`src/rtl/fifo32_feeder.sv`:
```
// fifo32_feeder: clkLOW-domain producer for the 32-bit instruction FIFO.
// Streams a programmed run of words from a synchronous memory into the FIFO.
// It stalls on AFULL/FULL and holds after each BURST-word burst until
// RSTcount reports that the FIFO has drained.
// Optional build: define FEEDER_STATS_EN to add the stallCnt output.
module fifo32_feeder #(
    parameter int unsigned ADDR_W    = 32,
    parameter int unsigned CNT_W     = 16,
    parameter int unsigned BURST     = 16,
    parameter int unsigned ADDR_STEP = 4
) (
    input  logic              clkLOW,
    input  logic              rst,
    input  logic              start,
    input  logic [ADDR_W-1:0] baseAddr,
    input  logic [CNT_W-1:0]  wordCount,
    output logic              memRd,
    output logic [ADDR_W-1:0] memAddr,
    input  logic [31:0]       memData,
    input  logic              AFULL,
    input  logic              FULL,
    input  logic              RSTcount,
    output logic              validIN,
    output logic [31:0]       wrData,
    output logic              busy,
    output logic              done
`ifdef FEEDER_STATS_EN
    ,
    output logic [15:0]       stallCnt
`endif
);

    localparam int unsigned        BW      = $clog2(BURST + 1);
    localparam logic [BW-1:0]      BURST_V = BW'(BURST);
    localparam logic [ADDR_W-1:0]  STEP_V  = ADDR_W'(ADDR_STEP);

    typedef enum logic [2:0] {StIdle, StFetch, StPause, StDrainWait, StFinish} state_e;

    state_e            state_q;
    logic [ADDR_W-1:0] addr_q;
    logic [CNT_W-1:0]  count_q, issued_q, pushed_q, pushed_nx;
    logic [BW-1:0]     biss_q, bpush_q, bpush_nx;
    logic              out_v_q;
    logic [31:0]       out_d_q, skid0_q, skid1_q;
    logic [1:0]        skid_cnt_q;
    logic              rd_pend_q;
    logic              push, can_issue;

    // Push handshake, progress counters and read-issue qualification
    always_comb begin
        push      = out_v_q & ~FULL;
        pushed_nx = pushed_q + CNT_W'(push);
        bpush_nx  = bpush_q + BW'(push);
        can_issue = (state_q == StFetch) && !AFULL && !FULL && (skid_cnt_q == 2'd0) &&
                    (issued_q < count_q) && (biss_q < BURST_V);
    end

    // The FIFO never sees a write strobe while it reports FULL
    assign validIN = push;
    assign wrData  = out_d_q;

    // Control FSM with registered memory strobe, busy and done
    always_ff @(posedge clkLOW or negedge rst) begin
        if (!rst) begin
            state_q  <= StIdle;
            addr_q   <= '0;
            count_q  <= '0;
            issued_q <= '0;
            pushed_q <= '0;
            biss_q   <= '0;
            bpush_q  <= '0;
            memRd    <= 1'b0;
            memAddr  <= '0;
            busy     <= 1'b0;
            done     <= 1'b0;
        end else begin
            memRd <= 1'b0;
            done  <= 1'b0;
            case (state_q)
                StIdle: begin
                    if (start) begin
                        if (wordCount != '0) begin
                            addr_q   <= baseAddr;
                            count_q  <= wordCount;
                            issued_q <= '0;
                            pushed_q <= '0;
                            biss_q   <= '0;
                            bpush_q  <= '0;
                            busy     <= 1'b1;
                            state_q  <= StFetch;
                        end else begin
                            done    <= 1'b1;
                            state_q <= StFinish;
                        end
                    end
                end
                StFetch, StPause: begin
                    if (can_issue) begin
                        memRd    <= 1'b1;
                        memAddr  <= addr_q;
                        addr_q   <= addr_q + STEP_V;
                        issued_q <= issued_q + CNT_W'(1);
                        biss_q   <= biss_q + BW'(1);
                    end
                    pushed_q <= pushed_nx;
                    bpush_q  <= bpush_nx;
                    // A full burst always waits for the drain, even if it is the last one
                    if (bpush_nx == BURST_V) begin
                        state_q <= StDrainWait;
                    end else if (pushed_nx == count_q) begin
                        busy    <= 1'b0;
                        done    <= 1'b1;
                        state_q <= StFinish;
                    end else if (AFULL || FULL) begin
                        state_q <= StPause;
                    end else begin
                        state_q <= StFetch;
                    end
                end
                StDrainWait: begin
                    if (RSTcount) begin
                        biss_q  <= '0;
                        bpush_q <= '0;
                        if (pushed_q == count_q) begin
                            busy    <= 1'b0;
                            done    <= 1'b1;
                            state_q <= StFinish;
                        end else begin
                            state_q <= StFetch;
                        end
                    end
                end
                StFinish: state_q <= StIdle;
                default:  state_q <= StIdle;
            endcase
        end
    end

    // Return-data path: output stage backed by a 2-entry in-order skid buffer
    always_ff @(posedge clkLOW or negedge rst) begin
        if (!rst) begin
            rd_pend_q  <= 1'b0;
            out_v_q    <= 1'b0;
            out_d_q    <= '0;
            skid0_q    <= '0;
            skid1_q    <= '0;
            skid_cnt_q <= 2'd0;
        end else begin
            rd_pend_q <= memRd;
            if (!FULL) begin
                if (skid_cnt_q != 2'd0) begin
                    // Oldest skid word goes out first; a returning word queues behind it
                    out_v_q <= 1'b1;
                    out_d_q <= skid0_q;
                    skid0_q <= skid1_q;
                    if (rd_pend_q) begin
                        if (skid_cnt_q == 2'd1) skid0_q <= memData;
                        else                    skid1_q <= memData;
                    end else begin
                        skid_cnt_q <= skid_cnt_q - 2'd1;
                    end
                end else if (rd_pend_q) begin
                    out_v_q <= 1'b1;
                    out_d_q <= memData;
                end else begin
                    out_v_q <= 1'b0;
                end
            end else if (rd_pend_q) begin
                if (skid_cnt_q == 2'd0) skid0_q <= memData;
                else                    skid1_q <= memData;
                skid_cnt_q <= skid_cnt_q + 2'd1;
            end
        end
    end

`ifdef FEEDER_STATS_EN
    logic [15:0] stall_q;

    // Saturating count of busy cycles lost to pausing or FULL with data parked
    always_ff @(posedge clkLOW or negedge rst) begin
        if (!rst) begin
            stall_q <= '0;
        end else if (state_q == StIdle && start) begin
            stall_q <= '0;
        end else if (busy && (state_q == StPause || (FULL && skid_cnt_q != 2'd0)) &&
                     stall_q != 16'hFFFF) begin
            stall_q <= stall_q + 16'd1;
        end
    end

    assign stallCnt = stall_q;
`endif

endmodule

```
`config.mk`:
```
export PLATFORM = sky130hd
export DESIGN_NAME = fifo32_feeder
export DESIGN_NICKNAME = d
export VERILOG_FILES = /design/src/rtl/fifo32_feeder.sv
export SDC_FILE = /design/constraint.sdc
export NUM_CORES = 1
export LEC_CHECK = 0
export BUFFER_PORTS_ARGS = -buffer_cell sky130_fd_sc_hd__buf_2
export CORE_MARGIN = 4
export CORE_UTILIZATION = 50
export CTS_BUF_LIST = sky130_fd_sc_hd__clkbuf_2 sky130_fd_sc_hd__clkbuf_4 sky130_fd_sc_hd__clkbuf_8
export DETAILED_ROUTE_END_ITERATION = 12
export PLACE_DENSITY = 0.69
export SYNTH_ARGS = -nofsm -noshare
export SYNTH_HDL_FRONTEND = slang
export SYNTH_SLANG_ARGS = --single-unit
```
`constraint.sdc`:
```
create_clock -name clkLOW -period 3.6 [get_ports clkLOW]
set_input_delay 0.72 -clock clkLOW [delete_from_list [all_inputs] [get_ports clkLOW]]
set_output_delay 0.72 -clock clkLOW [all_outputs]
set_load 0.05 [all_outputs]
```
Word-level counts from Yosys, hierarchy flattened. Cells that the tools add are included.

$add $sub $neg: 7. Order comparisons: 2. Equality and inequality tests: 19. Muxes and demuxes: 59. Bitwise operators: 2. Reductions and logical operators: 29.

Operators with widths (count): $mux W32 (17); $pmux W16 S2 (2); $pmux W32 S2 (1); $mux W16 (3); $add A32 B3 Y32 const B (1); $eq A16 B16 Y1 (2); $pmux W5 S3 (2); $mux W5 (4); $ne A2 B2 Y1 const B (10); $mux W3 (6); $add A16 B1 Y16 (1); $add A16 B1 Y16 const B (1); $lt A16 B16 Y1 (1); $mux W1 (16); $reduce_bool A16 Y1 (1); $reduce_and A3 Y1 (4); $reduce_and A4 Y1 (3); $mux W2 (5); $pmux W3 S3 (1); $reduce_bool A2 Y1 (4); $reduce_and A7 Y1 (1); $eq A3 B2 Y1 const B (2); $pmux W1 S3 (2); $reduce_and A2 Y1 (3); 19 further kinds (25).

Bits in registers: 228. Word-level logic and storage cells: 135.

Longest topological paths before layout. Gate-level depths: netlist of the first run.

Depth after elaboration: 8. Gate-level depth with buffers: 12. Mapped depth without buffers: 10.

Least setup slack after synthesis of the first run. Ideal clock, no wire load.

Path kind: input -> register. Start point: input port FULL. End point: register busy. Arrival: 3692 ps. Data required time: 3454 ps. Path slack: -238 ps. Cell stages on the path: 12. Path buffers: 2. Path through: clkbuf_1 nor2b_1 ha_1 ha_1 and4_1 clkbuf_1 and2_0 and4_1 xnor2_1 nand4_1 nor4_4 o211ai_1.

Word-level cells in the longest chain between the ends: 6.

RTL lines: from (decl) (line 21) `input logic FULL,`; $not A1 Y1 (no source line) *; $and A1 B1 Y1 * (line 51) `push = out_v_q & ~FULL;`; via validIN (line 23) `output logic validIN,`; $add A16 B1 Y16 / $add A5 B1 Y5 (equally long branches) (line 52, 53); $eq A16 B16 Y1 / $eq A5 B5 Y1 (equally long branches) (line 110, 108); $ne A2 B2 Y1 (no source line); $reduce_and A7 Y1 (no source line) *; to (signal assigned) (line 74) `busy <= 1'b0;`; to (signal assigned) (line 111) `busy <= 1'b0;`; to (signal assigned) (line 125) `busy <= 1'b0;`; to (decl) (line 25) `output logic busy,`.

Mark *: on every way through the listed nets, which the timed path passes. The rest lies on a longest branch. A chain may end at the register's enable or synchronous reset.

Worst setup path after layout of the first run.
Start point: input port FULL. End point: register state_q[0].

Word-level cells in the longest chain between the ends: 7.

RTL lines: $not A1 Y1 (no source line); $and A1 B1 Y1 (line 51); $add A16 B1 Y16 (line 52) `pushed_nx = pushed_q + CNT_W'(push);`; $eq A16 B16 Y1 (line 110) `end else if (pushed_nx == count_q) begin`; $mux W3 (line 110); $mux W3 * (line 108) `if (bpush_nx == BURST_V) begin`; $pmux W3 S3 * (line 79) `case (state_q)`; to (signal assigned) (line 109) `state_q <= StDrainWait;`; to (signal assigned) (line 113) `state_q <= StFinish;`; to (signal assigned) (line 115) `state_q <= StPause;`; to (decl) (line 39) `state_e state_q;`.

Mark *: on every way between the ends. The rest lies on a longest branch, timed or not.

==> metrics.md, run 1 <==
| Metric | Value |
|---|---|
| Synth Area in Compound Gates | `14.91%` |
| Flops & latches, synth | `228` |
| Vias in the first global route | `9328` |
| Worst setup endpoint | `state_q[0]` |
| Cts hold-fix bufs | `0` |
| DR vias | `9492` |
| Boundary pin count | `154` |
| Leakage | `6.338 nW` |
| Vias per cell | `5.697` |
| Largest family of logic cells by synthesized area | `simple AND/OR/NAND/NOR gates` |
| Multiplexer share of the synthesized area | `9.707%` |
| Most frequent cells after synthesis | `dfrtp_1 (228), nand2_1 (177), nor2_1 (115), a21oi_1 (112), mux2i_1 (75)` |
| Synth area leader | `dfrtp_1` |
| Unique masters post-synth | `63` |
| Status | `complete, no violations` |
| Largest net degree at the start of global routing | `82` |
| Post-CTS Setup Inserts | `0` |
| FFs w/ async S/R, synth | `100.0%` |
| R2R Setup Slk | `810 ps` |
| Row cnt | `55` |
| WP data required | `3980 ps` |
| Fin nets | `1466` |
| Placed instance count | `1596` |
| Antenna Cells | `0` |
| Actual slew at the worst max-slew pin | `916.5 ps` |
| Total core area | `22710 sq um` |
| Final hold vios | `0` |
| Slew Viols, Final | `0` |
| Antenna violations before repair | `0` |
| RSZ-0062 raised after global routing | `false` |
| Metal3 WL | `1595 microns` |
| H-tree depth | `2` |
| Setup TNS | `0 ps` |
| Syn Nets | `1323` |
| Simple-Gate Fraction of Synth Area | `17.22%` |
| CTS tree | `yes` |
| Clock slew at reported path FFs | `60 ps` |
| Die area | `25620 sq um` |
| EDFF count, synth | `0` |
| Final Wtd Congestion | `0.8756` |
| DRC Markers | `0` |
| Wl on met1 | `12800 microns` |
| Adder-cell share of the synthesized area | `2.814%` |
| DR iter-0 viols | `629` |
| Ranking of synthesized cells by area | `dfrtp_1 (49%), mux2i_1 (6.5%), nand2_1 (5.7%)` |
| Final wirelength | `28050 microns` |
| R2R Path End | `issued_q[12]` |
| PortBufs | `153` |
| Crit Path Category | `input pin to register` |
| First-pass GRT wire length | `47040 microns` |
| CTS resizes | `0` |
| Post-Syn Area per Cell | `9.548 sq um` |
| GRT Resource Usage Total | `21.79%` |
| Critical Path Fanout Max | `11` |
| Die X | `160.1 microns` |
| Die Span Y | `160.1 microns` |
| Synth warn | `0` |
| Highest Signal Layer | `met4` |
| Met2 routed WL | `13080 microns` |
| Top-count cell post-synth | `dfrtp_1` |
| Hold Crit Class | `input pin to asynchronous set/reset pin` |
| Cts bufs inserted | `41` |
| Clock Sinks | `228` |
| Max Cap Viol | `0` |
| Initial core utilization | `50.91%` |
| FMAX | `350.2 MHz` |
| Clk_lat worst skew | `540 ps` |
| Grt ovf | `0` |
| Final core occ | `59.35%` |
| Worst r2r src | `count_q[1]` |
| CP endpoint kind | `register` |
| Clk buf depth | `3` |
| Worst EP arrival | `3240 ps` |
| Seq/Total Area, Yosys | `49.35%` |
| Fin cells | `1666` |
| Worst-case reg-to-reg path depth | `9` |
| Power Density | `873.9 nW/um^2` |
| Post-Synth XOR/XNOR Area | `2.424%` |
| Layout fillers | `2048` |
| Hpwl dp | `18920 microns` |
| Top cell type's share of synthesized area | `49.35%` |
| Final Cell Area | `13480 sq um` |
| First-pass DRT Iterations | `5` |
| Peak VDD IR | `624.8 uV` |
| Cells after Synth | `1211` |
| Ys flop type | `dfrtp_1` |
| Layout cells sized above 1 | `22.16%` |
| ANT nets after route | `0` |
| Layout area overhead | `16.57%` |
| Worst clock skew | `20.05 ps` |
| Root buffer cell | `clkbuf_8` |
| Synthesized cell area | `11560 sq um` |
| CP Launch Point | `FULL` |
| DR WL/cell | `16.84 microns` |
| Final period util | `79.32%` |
| Worst setup SP type | `input pin` |
| DP Area | `12670 sq um` |
| Final critical-path required period | `2855 ps` |
| Max_slew headroom | `38.68%` |
| Final setup violation count | `0` |
placed cells by master, fill, tap and decap left out, types with 5 or more instances in the layout:
cell type | netlist | final
dfrtp_1 | 228 | 228
nor3_1 | 12 | 12
buf_2 | 13 | 152
clkinv_2 | 0 | 5
inv_1 | 28 | 28
nand2b_1 | 12 | 12
clkbuf_8 | 0 | 47
o21ai_0 | 64 | 64
nand2_1 | 177 | 175
buf_4 | 2 | 19
o22ai_1 | 12 | 12
o22a_1 | 11 | 11
xor2_1 | 17 | 17
xnor2_1 | 15 | 15
clkbuf_4 | 0 | 15
o31ai_1 | 5 | 5
nor2_1 | 115 | 114
and2_1 | 7 | 7
nand3_1 | 32 | 32
nor4_1 | 10 | 10
and3_1 | 11 | 11
mux2_2 | 33 | 33
and4_1 | 7 | 7
o2bb2a_1 | 9 | 9
o211ai_1 | 9 | 9
ha_1 | 26 | 25
a21oi_1 | 112 | 109
mux2i_1 | 75 | 75
o21a_1 | 5 | 5
nand4_1 | 21 | 21
or2_2 | 5 | 5
a31oi_1 | 19 | 19
routing by layer:
metal | GRT usage, % | up-vias
met5 | 0 | -
met2 | 35.78 | 271
met4 | 6.101 | 0
met1 | 29.64 | 4614
li1 | - | 4565
met3 | 4.335 | 42
where the power goes:
group          internal (mW)  switching, mW
Clock                   1.35           1.03
Sequential              3.55          0.707
Combinational           1.70           3.44
final cells by class:
type / instances / area (sq um) / area share (%)
clock buffers: 62 / 759.5 / 5.635
clock inverters: 8 / 51.30 / 0.3806
inverters: 28 / 105.1 / 0.7798
multi-input cells: 879 / 5502 / 40.82
flip-flops and latches: 228 / 5705 / 42.33
well taps: 285 / 356.6 / 2.646
repair buffers: 176 / 998.5 / 7.408
metrics by stage:
| stage | total power [mW] | setup slack [ps] | hold slack (ps) |
|---|---|---|---|
| after floorplan | 8.055 | 94.18 | 424.4 |
| after global placement | 9.326 | 372.8 | 360.3 |
| after detailed placement | 9.445 | 274.1 | 378.2 |
| after CTS | 11.88 | 797.9 | 168.6 |
| after global routing | 12.63 | 580.5 | 185.1 |
| final | 11.78 | 744.6 | 153.0 |
worst max-delay path: stages:
cell and delay [ps]:
buf_2 190, nor2b_2 250, ha_1 200, ha_1 250, and4_1 360, nand2_1 140, mux2_2 310, o22ai_1 170
nand4_1 190, nor4_4 300, o21ai_0 150
worst min path at each step:
stage,to,slack [ps]
4_1_cts,wrData[29],170
6_report,wrData[29],150
2_1_floorplan,addr_q[0],420
5_1_grt,state_q[1],190
3_3_place_gp,rd_pend_q,360
3_5_place_dp,rd_pend_q,380
registers in the layout (all words and copies together) (netlist names):
register	cells
addr_q	32
biss_q	5
bpush_q	5
busy	1
count_q	16
done	1
issued_q	16
memAddr	32
memRd	1
out_v_q	1
pushed_q	16
rd_pend_q	1
skid0_q	32
skid1_q	32
skid_cnt_q	2
state_q	3
wrData	32
logic make-up after synthesis:
family / count (synthesis)
and+or+nand+nor: 430
AOI/OAI and AO/OA: 283
DFF: 228
muxes: 108
buffers and inverters: 104
xor gates and xnor gates: 32
adders and majority gates: 26
Power figures use the tool's default switching activity.
==> run 2: changes to the inputs <==
ABC_AREA = 1   (was default)
PLACE_DENSITY = 0.68   (was 0.69)
clock period = 2.87 ns   (was 3.6 ns; I/O delays follow)
==> run 2 against run 1 <==
Effect of this change:
- setup slack worse by 210 ps
- critical path depth up 6
- clock skew about the same
- flip-flop and latch count unchanged
- critical path type is now register to register
==> metrics.md, run 2 <==
| Metric | Value |
|---|---|
| Status | `complete, no violations` |
| Clock Sinks | `228 (unchanged)` |
| First-pass GRT wire length | `50730 microns (+7.8%)` |
| Crit Path Category | `register to register` |
| Final wirelength | `30200 microns (+7.7%)` |
| Fin nets | `1825 (+24%)` |
| Total core area | `23540 sq um (+3.7%)` |
| Critical Path Fanout Max | `5 (-6)` |
| Worst clock skew | `19.79 ps (-0.2610 ps)` |
| DR vias | `10541 (+11%)` |
| Flops & latches, synth | `228 (unchanged)` |
| Peak VDD IR | `715.2 uV (+14%)` |
| First-pass DRT Iterations | `5 (unchanged)` |
| ANT nets after route | `0 (unchanged)` |
| Buf/Inv on CP | `1 (unchanged)` |
| GRT Resource Usage Total | `23.09% (+1.3 points)` |
| Die X | `163.0 microns (+1.8%)` |
| CP endpoint kind | `register` |
| Initial core utilization | `51.00% (+0.090 points)` |
| CTS tree | `yes` |
| Top-count cell post-synth | `nand2_1` |
| Syn Nets | `1672 (+26%)` |
| DR WL/cell | `14.63 microns (-13%)` |
| PortBufs | `153 (unchanged)` |
| Synthesized cell area | `12010 sq um (+3.9%)` |
| Post-CTS Setup Inserts | `0 (unchanged)` |
| Worst r2r src | `out_v_q` |
| Ranking of synthesized cells by area | `dfrtp_1 (48%), nand2_1 (15%), o21ai_0 (7.3%)` |
| Synth warn | `0 (unchanged)` |
| Cts bufs inserted | `41 (unchanged)` |
| Max_slew headroom | `59.10% (+20 points)` |
| Boundary pin count | `154 (unchanged)` |
| Critical path cell sequence | `inv_1 -> nor2_2 -> ha_1 -> ha_1 -> nand2_1 -> nor2_4 -> nand2_1 -> nor2_1 -> nand2_1 -> nand2_1 -> nand3_1 -> nor3_2 -> nand2_2 -> o21ai_1 -> nand2_1 -> nand2_1 -> nand2_1` |
| FMAX | `427.8 MHz` |
| Final Wtd Congestion | `0.9208 (+5.2%)` |
| Layout fillers | `2189 (+6.9%)` |
| R2R Path End | `state_q[1]` |
| Cells after Synth | `1560 (+29%)` |
| Crit-path leading delay family | `simple AND/OR/NAND/NOR gates` |
| DP Area | `13170 sq um (+4.0%)` |
| Commonest non-fill, non-tap cell in the layout | `nand2_1` |
| Power Density | `1090 nW/um^2 (+25%)` |
| Fin cells | `2065 (+24%)` |
| Placed instance count | `1988 (+25%)` |
| Seq/Total Area, Yosys | `47.51% (-1.8 points)` |
| H-tree depth | `2 (unchanged)` |
| Final Cell Area | `14090 sq um (+4.5%)` |
| Die area | `26560 sq um (+3.7%)` |
| Unique masters post-synth | `40 (-37%)` |
| Layout cells sized above 1 | `15.92% (-6.2 points)` |
| Max Cap Viol | `0 (unchanged)` |
| Die Span Y | `163.0 microns (+1.8%)` |
| R2R Setup Slk | `530 ps (-280 ps)` |
| Vias in the first global route | `10234 (+9.7%)` |
| Commonest cells after routing, fill and taps aside | `nand2_1 (469), dfrtp_1 (228), inv_1 (182)` |
| Slew Viols, Final | `0 (unchanged)` |
| CP Launch Point | `out_v_q` |
| Antenna violations before repair | `0 (unchanged)` |
| Clock slew at reported path FFs | `60 ps (about the same)` |
| Worst EP arrival | `2760 ps (-480 ps)` |
| Final period util | `81.46%` |
| Root buffer cell | `clkbuf_8` |
| Hpwl dp | `21280 microns (+12%)` |
| Row cnt | `56 (+1.8%)` |
| Setup TNS | `0 ps (unchanged)` |
| Synth area leader | `dfrtp_1` |
| Hold Crit Class | `input pin to register` |
| RSZ-0062 raised after global routing | `false` |
| CP max stage delay | `320 ps (-40 ps)` |
| Crit path setup slack, layout | `532.2 ps (-212.4 ps)` |
| Ys flop type | `dfrtp_1` |
| Clk buf depth | `3 (unchanged)` |
| Antenna Cells | `0 (unchanged)` |
| Crit-path slowest cell | `dfrtp_1` |
| FFs w/ async S/R, synth | `100.0% (unchanged)` |
| CP most frequent cell | `nand2_1` |
| Post-Syn Area per Cell | `7.697 sq um (-19%)` |
| Worst-case reg-to-reg path depth | `17 (+8)` |
| Leakage | `7.025 nW (+11%)` |
| Actual slew at the worst max-slew pin | `613.6 ps (-302.9 ps)` |
| Final setup violation count | `0 (unchanged)` |
| Worst setup endpoint | `state_q[1]` |
| EDFF count, synth | `0 (unchanged)` |
| Overall power | `15.36 mW (+30%)` |
| Final hold slack | `275.3 ps (+122.3 ps)` |
| Largest net degree at the start of global routing | `65 (-21%)` |
| Final critical-path required period | `2338 ps` |
| Most frequent cells after synthesis | `nand2_1 (471), dfrtp_1 (228), inv_1 (183), o21ai_0 (176), nor2_1 (119)` |
| CP Depth | `17 (+6)` |
| Worst setup SP type | `register` |
| WP data required | `3300 ps (-680 ps)` |
| Layout area overhead | `17.35%` |
| Vias per cell | `5.105 (-10%)` |
| Pre-CTS setup slack | `192.6 ps (-81.52 ps)` |
| Top cell type's share of synthesized area | `47.51% (-1.8 points)` |
| Final hold vios | `0 (unchanged)` |
| DR iter-0 viols | `746 (+19%)` |
| Final core occ | `59.85% (+0.50 points)` |
| Grt ovf | `0 (unchanged)` |
| Clk_lat worst skew | `540 ps (about the same)` |
| DRC Markers | `0 (unchanged)` |
==> run 2: cell count changes after synthesis, moves of 12 or more <==
cell	before	now
mux2i_1	75	0
a21oi_1	112	8
nand2_1	177	471
nand2b_1	12	0
mux2_2	33	0
nor3_1	12	27
inv_1	28	183
a31oi_1	19	35
clkbuf_1	56	37
nand3_1	32	65
xor2_1	17	45
o211ai_1	9	32
o21ai_0	64	176
==> run 2: area by class of cell <==
class,count,area [sq um],share of cell area (%)
Sequential cell,228,5705,40.49
Multi-Input combinational cell,1080,5354,38.00
Timing Repair Buffer,176,1026,7.281
Clock buffer,64,787.0,5.585
Inverter,186,698.2,4.955
Tap cell,319,399.1,2.833
Clock inverter,12,121.4,0.8613
==> run 2: cell families after synthesis <==
logic type | synth area share, %
adders and majority gates | 2.709
AOI/OAI and AO/OA | 12.45
buffers and inverters | 8.148
xor gates and xnor gates | 3.793
and+or+nand+nor | 25.38
DFF | 47.51
==> run 2: report_power, final <==
| part | switching (mW) | internal (mW) |
|---|---|---|
| Clock | 1.40 | 1.94 |
| Sequential | 0.882 | 4.52 |
| Combinational | 4.76 | 1.87 |
==> run 2: worst min-delay path by stage <==
stage	cells after the start	slack, ps	start	to
after global routing	3	250	wordCount[14]	count_q[14]
after floorplan	0	280	rst	addr_q[0]
after detailed placement	0	370	memRd	rd_pend_q
final	3	280	wordCount[13]	count_q[13]
after CTS	3	240	wordCount[12]	count_q[12]
after global placement	0	370	memRd	rd_pend_q
==> run 2: timing repair <==
item	4_1_cts	5_1_grt
endpoints found under the hold margin	49	0
gates resized for setup	0	0
hold buffers	1	0
==> run 2: layer usage <==
layer,track usage [%],up-vias,wire (microns)
met3,3.948,44,1686
met2,36.23,285,13460
met4,5.757,0,594
li1,-,5351,-
met1,33.61,4861,14460
met5,0,-,0
==> run 2: tightest hold or removal path, cell delays in order <==
cell	delay (ps)
buf_2	90
nand2_1	50
o21ai_0	60
